===== src/rtl/data_request_unit.sv =====
// data_request_unit: single-outstanding load/store bus requester with 255-cycle timeout.
// Define MISALIGN_TRAP_EN to trap misaligned half/word accesses instead of force-aligning them.
module data_request_unit (
    input  logic        clk,
    input  logic        rst,
    input  logic        load,
    input  logic        store,
    input  logic [2:0]  funct3,
    input  logic [31:0] addr,
    input  logic [31:0] store_data,
    input  logic        bus_ack,
    input  logic [31:0] bus_rdata,
    output logic        bus_read,
    output logic        bus_write,
    output logic [31:0] bus_adr,
    output logic [3:0]  bus_sel,
    output logic [31:0] bus_wdata,
    output logic        stall,
    output logic [31:0] load_data,
    output logic        load_valid,
    output logic        done,
    output logic        bus_error,
    output logic        misaligned
);
    typedef enum logic [1:0] {IDLE, REQ, DONE} state_t;

    state_t      state_q, state_d;
    logic [31:0] addr_q, addr_d, wdata_q, wdata_d, load_data_q, load_data_d;
    logic [2:0]  funct3_q, funct3_d;
    logic [7:0]  cnt_q, cnt_d;
    logic        st_q, st_d, err_q, err_d, mis_q, mis_d;
    logic [1:0]  lo;
    logic        mis_in;
    logic [31:0] sh, ld_ext;
    logic [3:0]  sel;

    always_comb begin
        lo = funct3[1:0] == 2'b00 ? addr[1:0] : funct3[1:0] == 2'b01 ? {addr[1], 1'b0} : 2'b00;
`ifdef MISALIGN_TRAP_EN
        mis_in = funct3[1:0] == 2'b01 ? addr[0] : funct3[1] && addr[1:0] != 2'b00;
`else
        mis_in = 1'b0;
`endif
        sh = bus_rdata >> {addr_q[1:0], 3'b000};
        ld_ext = funct3_q == 3'b000 ? {{24{sh[7]}}, sh[7:0]}
               : funct3_q == 3'b100 ? {24'b0, sh[7:0]}
               : funct3_q == 3'b001 ? {{16{sh[15]}}, sh[15:0]}
               : funct3_q == 3'b101 ? {16'b0, sh[15:0]} : sh;
        state_d     = state_q;
        addr_d      = addr_q;
        wdata_d     = wdata_q;
        funct3_d    = funct3_q;
        st_d        = st_q;
        err_d       = err_q;
        mis_d       = mis_q;
        cnt_d       = cnt_q;
        load_data_d = load_data_q;
        case (state_q)
            IDLE: if (load || store) begin
                addr_d   = {addr[31:2], lo};
                wdata_d  = store_data;
                funct3_d = funct3;
                st_d     = store;
                err_d    = 1'b0;
                mis_d    = mis_in;
                cnt_d    = 8'd0;
                state_d  = mis_in ? DONE : REQ;
            end
            REQ: begin
                cnt_d = bus_ack ? cnt_q : cnt_q + 8'd1;
                if (bus_ack) begin
                    state_d     = DONE;
                    load_data_d = st_q ? load_data_q : ld_ext;
                end else if (cnt_q == 8'd254) begin
                    state_d = DONE;
                    err_d   = 1'b1;
                end
            end
            default: state_d = IDLE;
        endcase
    end

    always_ff @(posedge clk) begin
        if (rst) begin
            state_q     <= IDLE;
            addr_q      <= '0;
            wdata_q     <= '0;
            funct3_q    <= '0;
            st_q        <= 1'b0;
            err_q       <= 1'b0;
            mis_q       <= 1'b0;
            cnt_q       <= '0;
            load_data_q <= '0;
        end else begin
            state_q     <= state_d;
            addr_q      <= addr_d;
            wdata_q     <= wdata_d;
            funct3_q    <= funct3_d;
            st_q        <= st_d;
            err_q       <= err_d;
            mis_q       <= mis_d;
            cnt_q       <= cnt_d;
            load_data_q <= load_data_d;
        end
    end

    assign sel = funct3_q[1:0] == 2'b00 ? 4'b0001 << addr_q[1:0]
               : funct3_q[1:0] == 2'b01 ? (addr_q[1] ? 4'b1100 : 4'b0011) : 4'b1111;
    assign bus_read   = state_q == REQ && !st_q;
    assign bus_write  = state_q == REQ && st_q;
    assign bus_sel    = state_q == REQ ? sel : 4'b0000;
    assign bus_adr    = {addr_q[31:2], 2'b00};
    assign bus_wdata  = funct3_q[1:0] == 2'b00 ? {4{wdata_q[7:0]}}
                      : funct3_q[1:0] == 2'b01 ? {2{wdata_q[15:0]}} : wdata_q;
    assign stall      = state_q == REQ || (state_q == IDLE && (load || store));
    assign load_data  = load_data_q;
    assign done       = state_q == DONE;
    assign load_valid = state_q == DONE && !st_q && !err_q && !mis_q;
    assign bus_error  = state_q == DONE && err_q;
    assign misaligned = state_q == DONE && mis_q;
endmodule


===== config.mk =====
export PLATFORM = sky130hd
export DESIGN_NAME = data_request_unit
export DESIGN_NICKNAME = d
export VERILOG_FILES = /design/src/rtl/data_request_unit.sv
export SDC_FILE = /design/constraint.sdc
export NUM_CORES = 1
export LEC_CHECK = 0
export ABC_AREA = 1
export CORE_UTILIZATION = 40
export CTS_CLUSTER_DIAMETER = 80
export DETAILED_ROUTE_END_ITERATION = 10
export HOLD_SLACK_MARGIN = 0.03
export PLACE_DENSITY = 0.73
export SETUP_SLACK_MARGIN = 0.1
export SLEW_MARGIN = 15
export SYNTH_ARGS = -nofsm -noshare
export SYNTH_HDL_FRONTEND = slang
export SYNTH_SLANG_ARGS = --single-unit

===== constraint.sdc =====
create_clock -name clk -period 1.5 [get_ports clk]
set_input_delay 0.15 -clock clk [delete_from_list [all_inputs] [get_ports clk]]
set_output_delay 0.15 -clock clk [all_outputs]
set_load 0.02 [all_outputs]

==> impl_metrics.yaml <==
place:
  gp_congestion: 0.938
  dp_hpwl_um: 12100
  portBuffers: 207
  place_inst: 1162
  post_dp_cell_area_um2: 7700
floorplanning:
  num_io_pins: 211
  start_util_pct: 40.9
  die_h_um: 118
  dieArea_um2: 14000
  core_um2: 13200
  die_w_um: 118
  placementRows: 42
power_and_ir_drop:
  power.density_nw_per_um2: 1060
  ir_drop_uv: 605
  p_leak_nw: 4.13
timing:
  period_share_pct: 102
  final.min_clock_period_ns: 1.53
  finalWorstSetupSlack_ns: -0.0275
  timing.hold.ws_ns: 0.387
  slew_violations: 0
  hold_viol_final: 0
  grt_setup_unrepaired: "yes"
  fmax_mhz: 655
  skew_ns: 0.00458
  setup_viol: 19
  tns_ns: -0.213
global_routing:
  grt_use_total_pct: 25.5
  grt_max_degree: 45
  grt_pass1_vias: 5658
  grt_pass1_wl_um: 28200
  antenna_found_initial: 0
  globalRouteOverflowTotal: 0
route:
  wl_per_cell_um: 15.8
  top_layer: "met4"
  dr_wl_met3_um: 1840
  dr.first_iter.drc_count: 480
  dr.pass1.iters: 5
  wl_met2_um: 9190
  ant_nets: 0
  drc: 0
  vias: 6077
  wirelength_um: 18900
  avgViaCountPerCell: 5.06
  wl_met1_um: 7450
yosys:
  synthTopCellsByCount: "197 x nand2_1, 159 x nor2_1, 111 x dfxtp_1"
  synthesis.area_um2: 5400
  avgSynthCellArea_um2: 6.73
  synth.most_common_cell: "nand2_1"
  async_reset_ff_share_pct: 0
  ys_top_cells_by_area: "dfxtp_1 41%, nand2_1 14%, nor2_1 11%, o21ai_0 9.2%, buf_4 6.5%"
  synth_top_area_share_pct: 41.1
  synth.largest_area_cell: "dfxtp_1"
  ys_seq_area_share_pct: 41.1
  synth_cell_type_count: 32
  synth-edff-count: 0
  synthFlopType: "dfxtp_1"
  ys_warn_count: 0
  ys_ff_latch: 111
  synthCells: 803
critical_path:
  required_ns: 1.35
  start_kind: "flop"
  critPathArrivalTime_ns: 1.38
  critPathKind: "flop to output port"
  cp-startpoint: "funct3_q[1]"
  r2r-start: "state_q[1]"
  cp-end-kind: "output port"
  critPathMaxFanout: 6
clocking:
  cts_max_path_buffers: 2
  cts-root-buf: "clkbuf_16"
  cts_buffers: 9
  cts_sinks: 111
  holdBufCountCts: 0
  clk_pin_slew_ns: 0.08
  cts_tree: "yes"
  htreeDepth: 3
  clk_latency_ns: 0.35
layout:
  utilization_pct: 66.8
  antenna_cells: 0
  syn_to_final_growth_pct: 63.2
  layout.nets: 1127
  drive_gt1_share_pct: 25.0
  stdcell_count: 1202
  design_area_um2: 8810
run:
  drv_cap: 0
hold_path:
  hold_class: "primary input to flop"
  hp-start: "addr[15]"
run_status:
  violations: "negative setup slack"
  status: "finished with violations"
## path summary, 6_finish.rpt
| kind | endpoint | cells after the start | slack (ns) |
|---|---|---|---|
| max | bus_wdata[15] | 6 | -0.03 |
| min | addr_q[15] | 3 | 0.39 |
| max reg2reg | load_data[20] | 9 | -0.02 |
| min reg2reg | addr_q[26] | 2 | 0.48 |
## per-layer routing
layer  GRT usage (%)  vias to the layer above
met2            42.1                      293
met4            12.0                        0
li1                -                     2981
met3            7.48                       39
met5               0                        -
met1            30.4                     2764
## what timing repair did
item,in CTS,in global routing
endpoints found under the setup margin,198,139
pin swaps,10,21
resized for setup,301,185
gates cloned,5,6
buffers inserted,7,9
endpoints found under the hold margin,0,0
## cells in the final DEF, fill, tap and decap left out, drive strengths merged, types with 2 or more instances in the layout
cell	Yosys	final
o21ai	99	99
ha	2	2
buf	61	111
clkbuf	24	16
nor3	2	2
dlygate4sd2	0	70
dfxtp	111	111
conb	1	3
inv	38	40
nand4	3	3
o211ai	2	2
a31oi	7	7
a21oi	32	32
nand2	201	201
nor2	164	164
clkinv	1	4
clkdlybuf4s50	0	103
a22oi	7	7
nand3	43	43
## worst max-delay path, cell delays in order, from the launching register on
cell and delay, ns:
dfxtp_4 0.38, nor2_4 0.17, inv_4 0.08, buf_12 0.14, nand2_2 0.05, nand2_2 0.06, buf_6 0.13
## state kept, by name, indices dropped and copies added, names as in the netlist
name / count
addr_q: 32
cnt_q: 8
err_q: 1
funct3_q: 3
load_data: 32
st_q: 1
state_q: 2
wdata_q: 32
## final cells by class
| class | count | area, um2 |
|---|---|---|
| inverters | 39 | 171 |
| fillers | 1110 | 4380 |
| repair buffers | 290 | 2940 |
| clock buffers | 10 | 229 |
| flip-flops and latches | 111 | 2240 |
| multi-input cells | 570 | 2950 |
| well taps | 176 | 220 |
| clock inverters | 6 | 68.8 |
## stage by stage
| step | power [mW] | setup slack [ns] |
|---|---|---|
| 3_5_place_dp | 6.38 | -0.216 |
| 3_3_place_gp | 6.36 | -0.202 |
| 4_1_cts | 8.85 | -0.0523 |
| 5_1_grt | 9.81 | -0.102 |
| 2_1_floorplan | 5.08 | 0.107 |
| 6_report | 9.36 | -0.0275 |
## cells by family (layout without fill, tap and decap cells)
kind of cell,Yosys count,count (layout),share of synthesized area (%)
xor+xnor,1,1,0.162
compound gates,150,150,14.8
simple gates,414,414,31.0
buf+inv,124,345,12.3
other cells,1,3,0.0694
fa+ha+maj,2,2,0.463
flops,111,111,41.1
## power by group
| group | leakage [nW] | switching [mW] | internal [mW] |
|---|---|---|---|
| clock | 0.149 | 1.15 | 1.31 |
| sequential | 0.919 | 0.211 | 3.24 |
| combinational | 3.06 | 1.86 | 1.58 |
Note: power is estimated with default switching activity, not from simulation.
